--- src/rtl/cnn_pkg.sv ---
// rtl/cnn_pkg.sv - shared widths, kernel size and FSM state type for the conv front end
package cnn_pkg;
    localparam int PIX_W_DEF   = 8;
    localparam int WGT_W_DEF   = 8;
    localparam int PP_W_DEF    = PIX_W_DEF + WGT_W_DEF;
    localparam int KERNEL_TAPS = 9;

    typedef enum logic [1:0] {
        IDLE = 2'd0,
        RUN  = 2'd1,
        DONE = 2'd2
    } state_t;
endpackage

--- src/rtl/line_buffer.sv ---
// rtl/line_buffer.sv - circular delay line of DEPTH accepted pixels
module line_buffer #(
    parameter int DEPTH  = 28,
    parameter int DATA_W = 8
) (
    input  logic              clk,
    input  logic              rst_n,
    input  logic              i_en,
    input  logic [DATA_W-1:0] i_din,
    output logic [DATA_W-1:0] o_dout
);
    localparam int PTR_W = (DEPTH > 1) ? $clog2(DEPTH) : 1;
    localparam logic [PTR_W-1:0] PTR_LAST = PTR_W'(DEPTH - 1);

    logic [DATA_W-1:0] r_mem [DEPTH];
    logic [PTR_W-1:0]  r_ptr;

    // The slot about to be overwritten holds the pixel written DEPTH enables ago.
    assign o_dout = r_mem[r_ptr];

    // Pointer walks the ring once per accepted pixel.
    always_ff @(posedge clk or negedge rst_n) begin
        if (!rst_n) begin
            r_ptr <= '0;
        end else if (i_en) begin
            r_ptr <= (r_ptr == PTR_LAST) ? '0 : r_ptr + 1'b1;
        end
    end

    // Storage is never cleared; stale rows are flushed before any window uses them.
    always_ff @(posedge clk) begin
        if (i_en) begin
            r_mem[r_ptr] <= i_din;
        end
    end
endmodule

--- src/rtl/conv_window_pp_gen.sv ---
// rtl/conv_window_pp_gen.sv - 3x3 sliding window and per-tap weight multiply for the adder tree
module conv_window_pp_gen
    import cnn_pkg::*;
#(
    parameter int IMG_W = 28,
    parameter int IMG_H = 28,
    parameter int PIX_W = PIX_W_DEF,
    parameter int WGT_W = WGT_W_DEF,
    localparam int PP_W = PIX_W + WGT_W
) (
    input  logic             clk,
    input  logic             rst_n,
    input  logic             start,
    input  logic             wgt_we,
    input  logic [3:0]       wgt_idx,
    input  logic [WGT_W-1:0] wgt_data,
    input  logic             pix_valid,
    output logic             pix_ready,
    input  logic [PIX_W-1:0] pix_data,
    output logic             pp_valid,
    input  logic             pp_ready,
    output logic [PP_W-1:0]  partial_product1,
    output logic [PP_W-1:0]  partial_product2,
    output logic [PP_W-1:0]  partial_product3,
    output logic [PP_W-1:0]  partial_product4,
    output logic [PP_W-1:0]  partial_product5,
    output logic [PP_W-1:0]  partial_product6,
    output logic [PP_W-1:0]  partial_product7,
    output logic [PP_W-1:0]  partial_product8,
    output logic [PP_W-1:0]  partial_product9,
    output logic             busy,
    output logic             frame_done
);
    localparam int COL_W = $clog2(IMG_W);
    localparam int ROW_W = $clog2(IMG_H);
    localparam logic [COL_W-1:0] COL_LAST = COL_W'(IMG_W - 1);
    localparam logic [ROW_W-1:0] ROW_LAST = ROW_W'(IMG_H - 1);

    state_t            r_state;
    logic [COL_W-1:0]  r_col;
    logic [ROW_W-1:0]  r_row;
    logic              r_in_done;
    logic              r_pp_valid;
    logic              r_busy;
    logic              r_frame_done;
    logic [WGT_W-1:0]  r_wgt [KERNEL_TAPS];
    logic [PP_W-1:0]   r_pp  [KERNEL_TAPS];
    logic [PIX_W-1:0]  r_win [3][2];

    logic              w_pix_acc;
    logic              w_win_done;
    logic [PIX_W-1:0]  w_lb1;
    logic [PIX_W-1:0]  w_lb2;
    logic [PIX_W-1:0]  w_col [3];
    logic [PP_W-1:0]   w_prod [KERNEL_TAPS];

    // Downstream stall blocks new pixels combinationally; nothing is taken once the frame is in.
    assign pix_ready  = (r_state == RUN) && !r_in_done && (!r_pp_valid || pp_ready);
    assign w_pix_acc  = pix_valid && pix_ready;
    assign w_win_done = w_pix_acc && (r_row >= ROW_W'(2)) && (r_col >= COL_W'(2));

    line_buffer #(.DEPTH(IMG_W), .DATA_W(PIX_W)) u_lb_row1 (
        .clk(clk), .rst_n(rst_n), .i_en(w_pix_acc), .i_din(pix_data), .o_dout(w_lb1)
    );
    line_buffer #(.DEPTH(IMG_W), .DATA_W(PIX_W)) u_lb_row2 (
        .clk(clk), .rst_n(rst_n), .i_en(w_pix_acc), .i_din(w_lb1), .o_dout(w_lb2)
    );

    // Incoming right-hand column: top from two rows up, bottom is the live pixel.
    assign w_col[0] = w_lb2;
    assign w_col[1] = w_lb1;
    assign w_col[2] = pix_data;

    // Multiply the window as it will look after this pixel, so outputs land one cycle later.
    always_comb begin
        for (int k = 0; k < KERNEL_TAPS; k++) begin
            w_prod[k] = '0;
        end
        for (int r = 0; r < 3; r++) begin
            w_prod[3*r]   = PP_W'(r_win[r][0]) * PP_W'(r_wgt[3*r]);
            w_prod[3*r+1] = PP_W'(r_win[r][1]) * PP_W'(r_wgt[3*r+1]);
            w_prod[3*r+2] = PP_W'(w_col[r])    * PP_W'(r_wgt[3*r+2]);
        end
    end

    // Older two window columns; the third is always the live column.
    always_ff @(posedge clk) begin
        if (w_pix_acc) begin
            for (int r = 0; r < 3; r++) begin
                r_win[r][0] <= r_win[r][1];
                r_win[r][1] <= w_col[r];
            end
        end
    end

    // Frame FSM: weight loading, raster counters, product register and completion pulse.
    always_ff @(posedge clk or negedge rst_n) begin
        if (!rst_n) begin
            r_state      <= IDLE;
            r_col        <= '0;
            r_row        <= '0;
            r_in_done    <= 1'b0;
            r_pp_valid   <= 1'b0;
            r_busy       <= 1'b0;
            r_frame_done <= 1'b0;
            for (int k = 0; k < KERNEL_TAPS; k++) begin
                r_wgt[k] <= '0;
                r_pp[k]  <= '0;
            end
        end else begin
            case (r_state)
                IDLE: begin
                    r_frame_done <= 1'b0;
                    if (wgt_we && (wgt_idx <= 4'd8)) begin
                        r_wgt[wgt_idx] <= wgt_data;
                    end
                    if (start) begin
                        r_state   <= RUN;
                        r_busy    <= 1'b1;
                        r_col     <= '0;
                        r_row     <= '0;
                        r_in_done <= 1'b0;
                    end
                end
                RUN: begin
                    if (w_pix_acc) begin
                        if (r_col == COL_LAST) begin
                            r_col <= '0;
                            r_row <= r_row + 1'b1;
                            if (r_row == ROW_LAST) begin
                                r_in_done <= 1'b1;
                            end
                        end else begin
                            r_col <= r_col + 1'b1;
                        end
                    end
                    if (w_win_done) begin
                        r_pp_valid <= 1'b1;
                        for (int k = 0; k < KERNEL_TAPS; k++) begin
                            r_pp[k] <= w_prod[k];
                        end
                    end else if (r_pp_valid && pp_ready) begin
                        r_pp_valid <= 1'b0;
                        if (r_in_done) begin
                            r_state      <= DONE;
                            r_busy       <= 1'b0;
                            r_frame_done <= 1'b1;
                        end
                    end
                end
                DONE: begin
                    r_frame_done <= 1'b0;
                    r_state      <= IDLE;
                end
                default: begin
                    r_state <= IDLE;
                end
            endcase
        end
    end

    assign pp_valid         = r_pp_valid;
    assign busy             = r_busy;
    assign frame_done       = r_frame_done;
    assign partial_product1 = r_pp[0];
    assign partial_product2 = r_pp[1];
    assign partial_product3 = r_pp[2];
    assign partial_product4 = r_pp[3];
    assign partial_product5 = r_pp[4];
    assign partial_product6 = r_pp[5];
    assign partial_product7 = r_pp[6];
    assign partial_product8 = r_pp[7];
    assign partial_product9 = r_pp[8];
endmodule
--- config.mk ---
export PLATFORM = sky130hd
export DESIGN_NAME = conv_window_pp_gen
export DESIGN_NICKNAME = d
export VERILOG_FILES = /design/src/rtl/cnn_pkg.sv /design/src/rtl/line_buffer.sv /design/src/rtl/conv_window_pp_gen.sv
export SDC_FILE = /design/constraint.sdc
export NUM_CORES = 2
export LEC_CHECK = 0
export CAP_MARGIN = 40
export CORE_MARGIN = 2
export CORE_UTILIZATION = 65
export CTS_CLUSTER_DIAMETER = 40
export DETAILED_ROUTE_END_ITERATION = 7
export PLACE_DENSITY_LB_ADDON = 0.15
export SYNTH_ARGS = -nofsm -noshare
export SYNTH_HDL_FRONTEND = slang
export SYNTH_SLANG_ARGS = --single-unit
--- constraint.sdc ---
create_clock -name clk -period 11.8 [get_ports clk]
set_input_delay 2.36 -clock clk [delete_from_list [all_inputs] [get_ports clk]]
set_output_delay 2.36 -clock clk [all_outputs]
set_load 0.02 [all_outputs]
==> impl_metrics.json <==
{
  "synth_top_family_by_area": "adder cells",
  "hold_ws_ns": 0.4737,
  "max_cap_violations": 0,
  "numClockSinks": 738,
  "worstHoldStart": "partial_product1[7]",
  "crit_path_max_fanout": 31,
  "ys_seq_area_share_pct": 45.14,
  "slew_headroom_pct": 14.53,
  "yosys-mux-area-fraction_pct": 7.869,
  "drt-initial-drc-count": 2573,
  "run_status": "finished clean",
  "synthesis.nets": 4517,
  "combPwrFrac_pct": 43.0,
  "synth_edf_count": 496,
  "start_util_pct": 65.93,
  "routed_wl_um": 103800,
  "io_pins": 174,
  "synth_fa_ha_area_share_pct": 23.03,
  "rows": 97,
  "grt_pass1_wl_um": 167400,
  "timing.fmax_mhz": 146.3,
  "firstDrtPassIters": 7,
  "grt_overflow": 0,
  "grt_max_degree": 240,
  "final-max-slew-violation-count": 0,
  "switchingPower_mw": 5.011,
  "p_clk_share_pct": 26.2,
  "finalClockSkew_ns": 0.04645,
  "io_buffers": 173,
  "dp_cells": 4874,
  "grt_pass1_vias": 30870,
  "synth.top_cell.area_share_pct": 32.09,
  "swShare_pct": 38.95,
  "min_to": "partial_product1[7]",
  "numCtsBuffers": 104,
  "synth_cell_types": 70,
  "final_cells": 5074,
  "die_area_um2": 73560,
  "cellPowerDensity_nw_per_um2": 242.0,
  "vias": 30030,
  "layout_commonest_cell": "nand2_1",
  "worst_pin_slew_ns": 1.282,
  "ctsResizeCount": 0,
  "synthArstFlopShare_pct": 32.79,
  "layout-drive-gt1-share_pct": 10.58,
  "fillers": 4517,
  "worstRegToRegCells": 22,
  "synth_area_leaders": "edfxtp_1 32%, fa_1 14%, dfrtp_1 13%",
  "p_leak_nw": 22.99,
  "end_kind": "flip-flop",
  "synth_top_cell_by_area": "edfxtp_1",
  "period_minus_slack_ns": 6.837,
  "tns_ns": 0,
  "yosys_warnings": 0,
  "hold_viol": 0,
  "htree_levels": 3,
  "r2r-end": "partial_product3[15]",
  "internal-power_mw": 7.854,
  "cp.arrival_ns": 7.36,
  "whs_path_depth": 2,
  "routed_via_density": 5.918,
  "synthesis.area_um2": 46410,
  "synth_seq_cells": 738,
  "die_h_um": 271.2,
  "synth_compound_area_share_pct": 5.629,
  "synth_xor_area_share_pct": 1.736,
  "reg2reg_from": "u_lb_row2.r_ptr[0]",
  "grt_usage_pct": 28.99,
  "hpwl_um": 69790,
  "rsz0062_at_grt": "no",
  "drc": 0,
  "hp-class": "reg2reg",
  "post_cts_buffers": 0,
  "path_class": "reg2reg",
  "synthCells": 3831,
  "seq_power_share_pct": 30.8,
  "core_area_um2": 70390,
  "clock_latency_ns": 0.69,
  "start_kind": "flip-flop",
  "cts_tree": "built",
  "finalCritPeriodShare_pct": 57.94,
  "wl_per_cell_um": 20.45,
  "r2r_slack_ns": 4.96,
  "syn_to_final_growth_pct": 14.51,
  "syn_area_per_cell_um2": 12.12,
  "setup-violations-final": 0,
  "utilization_pct": 75.50,
  "yosys.area_share.simple_pct": 11.78,
  "place_congestion": 0.8934,
  "clockRootBuffer": "clkbuf_16",
  "die_x_um": 271.2,
  "grt_antenna_before_repair": 3,
  "ys.flop_type": "edfxtp_1",
  "cts_buffer_depth": 3,
  "clk_pin_slew_ns": 0.06,
  "ir_drop_mv": 0.1913,
  "postCtsHoldBufs": 0,
  "nets": 4727,
  "worstPathRequired_ns": 12.32,
  "final_cell_mix": "532 x nand2_1, 496 x edfxtp_1, 457 x inv_1, 336 x ha_1, 324 x fa_1",
  "ant_nets": 0
}
==> Yosys cell counts, types with 7 or more instances <==
cell type / n
nand2b_1: 22
o21ai_0: 161
xnor2_1: 40
a211oi_1: 23
edfxtp_1: 496
fa_1: 324
buf_6: 7
nor3b_1: 7
inv_1: 457
mux2_2: 79
mux2i_1: 24
o31ai_1: 18
o22ai_1: 8
nor3_1: 17
o21a_1: 15
mux4_2: 112
ha_1: 336
nand4_1: 10
clkbuf_1: 61
nor2b_1: 76
a21oi_1: 72
a22oi_1: 8
dfrtp_1: 242
a21o_1: 27
or3_1: 7
o31a_1: 8
o211ai_1: 12
nor2_1: 143
and2_1: 256
nand2_1: 532
buf_1: 7
buf_2: 28
o21bai_1: 10
nand3_1: 42
and3_1: 7
xor2_1: 52
==> how the worst max path moves through the flow <==
stage	start	endpoint	slack, ns
floorplan	pp_ready	u_lb_row1.r_mem[17][0]	5.71
global placement	u_lb_row1.r_ptr[0]	partial_product6[11]	4.61
detailed placement	pix_data[5]	partial_product9[13]	4.90
CTS	u_lb_row2.r_ptr[0]	partial_product3[15]	4.99
global route	u_lb_row2.r_ptr[0]	partial_product3[13]	4.57
finish	u_lb_row2.r_ptr[0]	partial_product3[15]	4.96
==> kinds of logic (layout without fill, tap and decap cells) <==
kind of cell             after synthesis  after routing
adder cells (fa/ha/maj)              660            660
XOR/XNOR                              92             92
other                                  0              3
AND/OR/NAND/NOR                     1145           1145
flip-flops                           738            738
buffers and inverters                569            869
AO/OA/AOI/OAI                        412            412
multiplexers                         215            215
==> layout make-up <==
cell class | count | area [um^2] | share of cell area (%)
clock inverters | 74 | 1084 | 2.039
repair buffers | 210 | 2195 | 4.129
inverters | 463 | 1738 | 3.270
diodes | 3 | 7.507 | 0.01412
multi-input cells | 2524 | 23240 | 43.72
flip-flops and latches | 738 | 20960 | 39.44
clock buffers | 122 | 2754 | 5.181
well taps | 940 | 1176 | 2.213
==> state kept, by name, summed over array words and instances, names as in the netlist, 48 cells and up <==
register / cells
u_lb_row2.r_mem: 224
u_lb_row1.r_mem: 224
r_win: 48
r_wgt: 72
==> per-stage QoR <==
step	setup slack (ns)	instance area, um^2	total power [mW]
3_5_place_dp	4.904	49300	9.473
6_report	4.963	53150	12.86
4_1_cts	4.993	53130	12.91
3_3_place_gp	4.614	49030	9.187
2_1_floorplan	5.714	46410	7.587
5_1_grt	4.570	53150	13.69
==> routing by layer <==
metal  vias up  wire, um  part of all wire [%]  global-route usage (%)
met5         -         0                     0                       0
met4         0      3553                   3.4                   10.32
met3       239      7096                   6.8                   4.883
met2      1149     51550                    50                   48.38
met1     15150     41560                    40                   38.90
li1      13500         -                     -                       -
==> critical path, stage by stage (launching register included) <==
cell	delay, ns
dfrtp_4	0.60
buf_4	0.42
buf_16	0.29
mux4_2	0.52
and3_1	0.19
a311oi_1	0.24
a21oi_1	0.11
nor4_4	0.68
nand2b_1	0.21
fa_1	0.43
fa_1	0.50
inv_1	0.06
fa_1	0.48
inv_1	0.05
fa_1	0.47
inv_1	0.04
ha_1	0.30
o21ai_0	0.12
a211oi_1	0.39
o21bai_1	0.13
a21oi_1	0.19
xnor2_1	0.12
o21ai_0	0.09
==> power groups by stage <==
stage	combinational [mW]	sequential [mW]	clock, mW
after floorplan	3.62	3.96	0
after global placement	5.20	3.99	0
after detailed placement	5.48	4.00	0
after CTS	5.55	3.96	3.40
after global routing	6.16	4.02	3.51
final	5.53	3.96	3.37
No activity file was read; power rests on OpenSTA's default activity.
